--- src/rtl/led_display_frame_writer.sv ---
// ---------------------------------------------------------------------------
// led_display_frame_writer
//
// Purpose:
//   Upstream stage of the LED panel frame RAM. Takes a raster-order 3-bit RGB
//   pixel stream (valid/ready handshake, first pixel marked by SOF). It packs
//   8 pixels per 32-bit word, one {0,B,G,R} nibble per pixel with column 0 in
//   the low nibble. Complete words are written into frame_ram port A.
//
// Ports:
//   clk_in          system clock
//   rst_in          asynchronous reset, active-high
//   pixel_in        {B,G,R} colour bits of the current pixel
//   pixel_sof_in    first pixel of a frame (row 0, col 0)
//   pixel_valid_in  pixel_in / pixel_sof_in valid
//   pixel_ready_out writer can accept a pixel this cycle (combinational)
//   ram_busy_in     frame_ram reset busy; stalls the writer
//   ram_wen_out     frame_ram byte enables (4'hF for one cycle per word)
//   ram_addr_out    frame_ram byte address
//   ram_wdata_out   frame_ram write data
//   frame_done_out  1-cycle pulse together with the last word of a frame
//   sof_error_out   1-cycle pulse when SOF arrives in the middle of a frame
// ---------------------------------------------------------------------------
module led_display_frame_writer #(
  parameter int unsigned NUM_ROW_PIXELS = 32,
  parameter int unsigned NUM_COL_PIXELS = 64,
  parameter logic [31:0] BASE_ADDR      = 32'h0000_0000
) (
  input  logic        clk_in,
  input  logic        rst_in,
  input  logic [2:0]  pixel_in,
  input  logic        pixel_sof_in,
  input  logic        pixel_valid_in,
  output logic        pixel_ready_out,
  input  logic        ram_busy_in,
  output logic [3:0]  ram_wen_out,
  output logic [31:0] ram_addr_out,
  output logic [31:0] ram_wdata_out,
  output logic        frame_done_out,
  output logic        sof_error_out
);

  localparam int unsigned COL_W         = $clog2(NUM_COL_PIXELS);
  localparam int unsigned ROW_W         = $clog2(NUM_ROW_PIXELS);
  localparam int unsigned WORDS_PER_ROW = NUM_COL_PIXELS / 8;
  localparam logic [COL_W-1:0] LAST_COL = COL_W'(NUM_COL_PIXELS - 1);
  localparam logic [ROW_W-1:0] LAST_ROW = ROW_W'(NUM_ROW_PIXELS - 1);

  typedef enum logic {
    IDLE   = 1'b0,
    ACTIVE = 1'b1
  } state_t;

  state_t           state_reg, state_next;
  logic [COL_W-1:0] col_reg, col_next;
  logic [ROW_W-1:0] row_reg, row_next;
  // Only slots 0..6 need storage: slot 7 goes straight from pixel_in into
  // the outgoing word on the beat that completes it.
  logic [27:0]      word_reg, word_next;
  logic [3:0]       wen_reg, wen_next;
  logic [31:0]      addr_reg, addr_next;
  logic [31:0]      wdata_reg, wdata_next;
  logic             done_reg, done_next;
  logic             sof_err_reg, sof_err_next;

  logic             accept;
  logic [3:0]       nibble;
  logic [2:0]       slot;
  logic [31:0]      word_idx;

  assign pixel_ready_out = !rst_in && !ram_busy_in;
  assign accept          = pixel_valid_in && pixel_ready_out;
  assign nibble          = {1'b0, pixel_in};
  assign slot            = col_reg[2:0];
  assign word_idx        = 32'(row_reg) * 32'(WORDS_PER_ROW) + (32'(col_reg) >> 3);

  assign ram_wen_out     = wen_reg;
  assign ram_addr_out    = addr_reg;
  assign ram_wdata_out   = wdata_reg;
  assign frame_done_out  = done_reg;
  assign sof_error_out   = sof_err_reg;

  always_ff @(posedge clk_in or posedge rst_in) begin
    if (rst_in) begin
      state_reg   <= IDLE;
      col_reg     <= '0;
      row_reg     <= '0;
      word_reg    <= '0;
      wen_reg     <= '0;
      addr_reg    <= '0;
      wdata_reg   <= '0;
      done_reg    <= 1'b0;
      sof_err_reg <= 1'b0;
    end else begin
      state_reg   <= state_next;
      col_reg     <= col_next;
      row_reg     <= row_next;
      word_reg    <= word_next;
      wen_reg     <= wen_next;
      addr_reg    <= addr_next;
      wdata_reg   <= wdata_next;
      done_reg    <= done_next;
      sof_err_reg <= sof_err_next;
    end
  end

  always_comb begin
    state_next   = state_reg;
    col_next     = col_reg;
    row_next     = row_reg;
    word_next    = word_reg;
    wen_next     = 4'h0;
    addr_next    = addr_reg;
    wdata_next   = wdata_reg;
    done_next    = 1'b0;
    sof_err_next = 1'b0;

    if (accept) begin
      unique case (state_reg)
        IDLE: begin
          // Anything before the first SOF is dropped on the floor.
          if (pixel_sof_in) begin
            word_next  = {24'h0, nibble};
            col_next   = COL_W'(1);
            row_next   = '0;
            state_next = ACTIVE;
          end
        end

        ACTIVE: begin
          // A beat landing in slot 7 completes the word at the current
          // address, even if it also carries a restarting SOF.
          if (slot == 3'd7) begin
            wen_next   = 4'hF;
            addr_next  = BASE_ADDR + (word_idx << 2);
            wdata_next = {nibble, word_reg};
          end

          if (pixel_sof_in) begin
            // Restart: the partial word is abandoned and the SOF pixel
            // becomes column 0 of the new frame.
            sof_err_next = 1'b1;
            word_next    = {24'h0, nibble};
            col_next     = COL_W'(1);
            row_next     = '0;
          end else begin
            if (slot != 3'd7) begin
              word_next[{slot, 2'b00} +: 4] = nibble;
            end
            if (col_reg == LAST_COL) begin
              col_next = '0;
              if (row_reg == LAST_ROW) begin
                row_next   = '0;
                done_next  = 1'b1;
                state_next = IDLE;
              end else begin
                row_next = row_reg + ROW_W'(1);
              end
            end else begin
              col_next = col_reg + COL_W'(1);
            end
          end
        end

        default: state_next = IDLE;
      endcase
    end
  end

endmodule
--- config.mk ---
export PLATFORM = sky130hd
export DESIGN_NAME = led_display_frame_writer
export DESIGN_NICKNAME = d
export VERILOG_FILES = /design/src/rtl/led_display_frame_writer.sv
export SDC_FILE = /design/constraint.sdc
export NUM_CORES = 1
export LEC_CHECK = 0
export ABC_AREA = 1
export CAP_MARGIN = 5
export CELL_PAD_IN_SITES_DETAIL_PLACEMENT = 1
export CELL_PAD_IN_SITES_GLOBAL_PLACEMENT = 1
export CORE_MARGIN = 5
export CORE_UTILIZATION = 38
export CTS_BUF_LIST = sky130_fd_sc_hd__clkbuf_8
export CTS_CLUSTER_DIAMETER = 120
export CTS_CLUSTER_SIZE = 16
export DETAILED_ROUTE_END_ITERATION = 7
export HOLD_SLACK_MARGIN = 0.06
export PLACE_DENSITY_LB_ADDON = 0.1
export SYNTH_ARGS = -nofsm -noshare
export SYNTH_HDL_FRONTEND = slang
export SYNTH_SLANG_ARGS = --single-unit
--- constraint.sdc ---
create_clock -name clk_in -period 2.4 [get_ports clk_in]
set_input_delay 0.48 -clock clk_in [delete_from_list [all_inputs] [get_ports clk_in]]
set_output_delay 0.48 -clock clk_in [all_outputs]
set_load 0.02 [all_outputs]
# After elaboration in Yosys (flattened, before gate mapping)
# Index checks and enable logic that the tools add are counted.
# classes
add_sub_neg,4
n_eq_ne,7
shift,2
n_mux,29
bitwise,1
n_reduce_logical,8
# op_table
op,n
$mux W28,3
$pmux W28 S2,1
$bwmux W28,1
$shift A4 B7 Y28 const A,1
$shiftx A4 B7 Y28,1
$mux W5,4
$mux W6,3
$mux W4,3
$pmux W6 S2,1
$mux W1,11
$pmux W5 S2,1
$add A8 B3 Y9,1
$reduce_and A3 Y1,3
$neg A5 Y7,1
$add A6 B1 Y6 const B,1
$eq A6 B6 Y1 const B,1
$ne A3 B2 Y1 const B,2
$add A5 B1 Y5 const B,1
$eq A5 B5 Y1 const B,1
$eq A3 B3 Y1 const B,1
$ne A3 B3 Y1 const B,1
$logic_and A1 B1 Y1,2
$logic_not A1 Y1,2
$ne A2 B2 Y1 const B,1
other kinds (3),3
# totals
register_bits,107
output_inout_bits,71
wordCells,60

# Longest topological paths before layout
# depth
word_depth,6
mapped_depth,11
depth_no_buf,11

# Worst setup path before layout
# No wires, ideal clock.
# synth_timing
path_kind,flip-flop to flip-flop
start,reg col_reg[0]
end,reg word_reg[16]
t_arrival_ns,1.529
required_time_ns,2.282
slack_ns,0.753
path_stages_with_launch,10
n_path_buf,0
cell_sequence,dfrtp_1 -> inv_2 -> ha_1 -> ha_1 -> nand2_1 -> nand3b_1 -> nand2_1 -> nand2_1 -> nand2_1 -> nand2_1
# synth_between
elab_chain_len,6
# synth_lines
item,line,rtl
from (decl),55,"logic [COL_W-1:0] col_reg, col_next;"
from (signal assigned),96,col_reg <= col_next;
$neg A5 Y7,148,"word_next[{slot, 2'b00} +: 4] = nibble;"
$shiftx A4 B7 Y28 or $shift A4 B7 Y28 (tied branches),148,
$bwmux W28,148,
$mux W28,147,if (slot != 3'd7) begin
$mux W28,139,if (pixel_sof_in) begin
$pmux W28 S2,119,unique case (state_reg)
to (signal assigned),98,word_reg <= word_next;
to (decl),59,"logic [27:0] word_reg, word_next;"
# Parallel ways exist; a longest one is shown, timed or not. The select of a mux whose other input is x is not followed.
# A chain may end at the register's enable or synchronous reset.

# Final worst setup path
# layout_timing
start,in ram_busy_in
end,out pixel_ready_out
# layout_between
elab_chain_len,2
# layout_lines
item,line,rtl
from (decl),35,"input logic ram_busy_in,"
$logic_not A1 Y1,71,assign pixel_ready_out = !rst_in && !ram_busy_in;
$logic_and A1 B1 Y1,71,
to (decl),34,"output logic pixel_ready_out,"
# Every way passes these cells.

==> metrics.log <==
[metrics] area occupied by multi-input gates: 0.00132 mm2
[metrics] required arrival time at the worst endpoint: 1920 ps
[metrics] number of sinks handled by clock tree synthesis: 68
[metrics] Hold Startpoint: word_reg[8]$_DFFE_PP0P_
[metrics] first-pass GRT wire length: 13.2 mm
[metrics] Max Cap Viol: 0
[metrics] Mapped Cells: 402
[metrics] setup repair after global routing missed its margin: false
[metrics] mean area per synthesized cell: 8.30 um2
[metrics] die area: 0.0108 mm2
[metrics] number of buffers inserted to repair setup after CTS: 0
[metrics] drt drc: 0
[metrics] IO Port Bufs: 46
[metrics] post-synth top area share: 51.0%
[metrics] deepest clock path buffer count: 2
[metrics] total global-route track usage: 14.6%
[metrics] CP startpoint kind: input port
[metrics] placed inst area: 0.00377 mm2
[metrics] top-level port count: 79
[metrics] max-slew violation count: 0
[metrics] cell area after synthesis: 0.00334 mm2
[metrics] Layout Cell Area excl Fill: 0.00397 mm2
[metrics] most common cell after layout, fill and taps aside: sky130_fd_sc_hd__nand2_1
[metrics] cts hold-fix bufs: 0
[metrics] area overhead of the layout relative to synthesis: 18.9%
[metrics] result of the run: completed
[metrics] Clk Tree Root Cell: sky130_fd_sc_hd__clkbuf_8
[metrics] post-DR vias/cell: 4.55
[metrics] CTS-repair resized insts: 0
[metrics] row count: 34
[metrics] TritonCTS clock tree: done
[metrics] number of flip-flops in the largest register: 24
[metrics] wirelength, routed: 7.43 mm
[metrics] sequential area share after synthesis: 51.0%
[metrics] source of the critical timing path: ram_busy_in
[metrics] delay of the slowest cell on the worst path: 630 ps
[metrics] biggest area contributors in the synthesized netlist: sky130_fd_sc_hd__dfrtp_1, sky130_fd_sc_hd__nand2_1, sky130_fd_sc_hd__buf_4
[metrics] crit-path max FO: 2
[metrics] Worst IR Drop VDD: 0.286 mV
[metrics] Synth Warn #: 0
[metrics] fraction of layout cells with a size suffix above 1: 7.69%
[metrics] post-place setup slack: 188 ps
[metrics] RD Place Congestion: 0.842
[metrics] category of the most critical setup path: in -> out
[metrics] maximum number of pins on one net before global-route repair: 69
[metrics] detailed-route via count: 2,563
[metrics] CTS H-Tree Depth: 3
[metrics] P_leak: 2.09 nW
[metrics] ratio of total power to cell area: 744 mW/mm2
[metrics] most used routing layer in global routing: met2
[metrics] overflow left after global routing: 0
[metrics] cell chain of the critical path: clkdlybuf4s50_1, nor2_2, clkdlybuf4s50_1
[metrics] most frequent cells in the layout: sky130_fd_sc_hd__nand2_1, sky130_fd_sc_hd__dfrtp_1, sky130_fd_sc_hd__clkdlybuf4s50_1, sky130_fd_sc_hd__conb_1
[metrics] number of CTS-inserted buffers: 9
[metrics] global-route track usage on met1: 19.2%
[metrics] wire length per cell: 13.2 um
[metrics] HPWL Detailed: 5.37 mm
[metrics] initial antenna violation count: 0
[metrics] met3 Resource Use GR: 3.42%
[metrics] post-layout min period: 2200 ps
[metrics] Worst-path clk slew: 70 ps
[metrics] r2r worst-path depth: 11
[metrics] Reg-to-Reg Start: col_reg[0]$_DFFE_PP0P_
[metrics] final core utilization: 46.0%
[metrics] endpoint type of the worst setup path: output port
[metrics] remaining antenna violation count after routing: 0
[metrics] Max Clk Rate: 454 MHz
[metrics] clk_skew: 11.7 ps
[metrics] number of fill cells: 1,089
[metrics] endpoints failing setup: 0
[metrics] die height: 104 um
[metrics] period utilization: 91.8%
[metrics] global-route track usage on met2: 23.8%
[metrics] Starting Density: 38.6%
[metrics] Overall Power: 0.00295 W
[metrics] final worst setup slack: 197 ps
[metrics] clk_lat worst skew: 340 ps
[metrics] hold path depth: 2
[metrics] number of nets in the layout: 466
[metrics] distinct cell type count of the synthesized netlist: 24
[metrics] Inserted Diodes: 0
[metrics] Detailed Route Iter0 Violations: 70
[metrics] die boundary width: 104 um
[metrics] Worst R2R Setup Slack: 470 ps
[metrics] number of global-route vias before repair: 2,718
[metrics] most frequent cell on the critical path: sky130_fd_sc_hd__clkdlybuf4s50_1
[metrics] final hold violations: 0
[metrics] number of iterations in the first detailed-routing pass: 4
[metrics] cell type with the largest total area after synthesis: sky130_fd_sc_hd__dfrtp_1
[metrics] #FFs+latches synth: 68
[metrics] Core Footprint: 0.00864 mm2
[metrics] cell with the biggest individual delay on the critical path: sky130_fd_sc_hd__clkdlybuf4s50_1
[metrics] register area: 0.00170 mm2
[metrics] Hold WC Path Type: reg -> reg
[metrics] total negative slack: 0 ps
[metrics] Arrival @ worst endpoint: 1720 ps
-- per-layer routing --
metal | vias up | wire length (um)
li1 | 1287 | -
met5 | - | 0
met3 | 12 | 306
met1 | 1214 | 3540
met2 | 50 | 3470
met4 | 0 | 109
-- final cells by class --
| class | count | share of cell area, % |
|---|---|---|
| clock inverters | 4 | 1.26 |
| flip-flops and latches | 68 | 42.9 |
| inverters | 31 | 2.93 |
| multi-input cells | 292 | 33.2 |
| well taps | 108 | 3.40 |
| clock buffers | 11 | 3.81 |
| repair buffers | 49 | 12.5 |
-- kinds of logic after synthesis --
family	after synthesis	share of synthesized area, %
AND/OR/NAND/NOR	224	28.5
flip-flops	68	51.0
AO/OA/AOI/OAI	29	4.76
adder cells (fa/ha/maj)	7	2.62
buffers and inverters	73	13.0
other	1	0.112
-- power breakdown --
part	leakage (nW)	switching [W]	internal, W
sequential	0.926	0.0000844	0.00125
clock	0.103	0.000440	0.000529
combinational	1.06	0.000423	0.000223
total	2.09	0.000947	0.00200
-- path summary, 6_finish.rpt --
path / end
max: pixel_ready_out
min: ram_wdata_out[8]$_DFFE_PP0P_
max reg2reg: word_reg[24]$_DFFE_PP0P_
min reg2reg: ram_wdata_out[8]$_DFFE_PP0P_
max in group asynchronous: word_reg[10]$_DFFE_PP0P_
min in group asynchronous: row_reg[0]$_DFFE_PP0P_
-- synthesized netlist by cell type, drive strengths merged --
master  instances
o21ai          25
nand3b          1
dfrtp          68
o22ai           2
nor2           35
or2             1
nor3            1
conb            1
nand3          28
inv            31
nand2         155
ha              7
a21oi           2
buf            42
nand4           3
-- worst max-delay path, delay by kind of cell --
kind                   cells  cell delay (ps)
and+or+nand+nor            1              180
buffers and inverters      2             1060
-- through the flow --
stage                     hold slack (ps)  cells
after floorplan                       442    433
after global placement                457    548
after detailed placement              464    548
after CTS                             483    563
after global routing                  497    563
final                                 465    563
No activity file was read; power rests on OpenSTA's default activity.
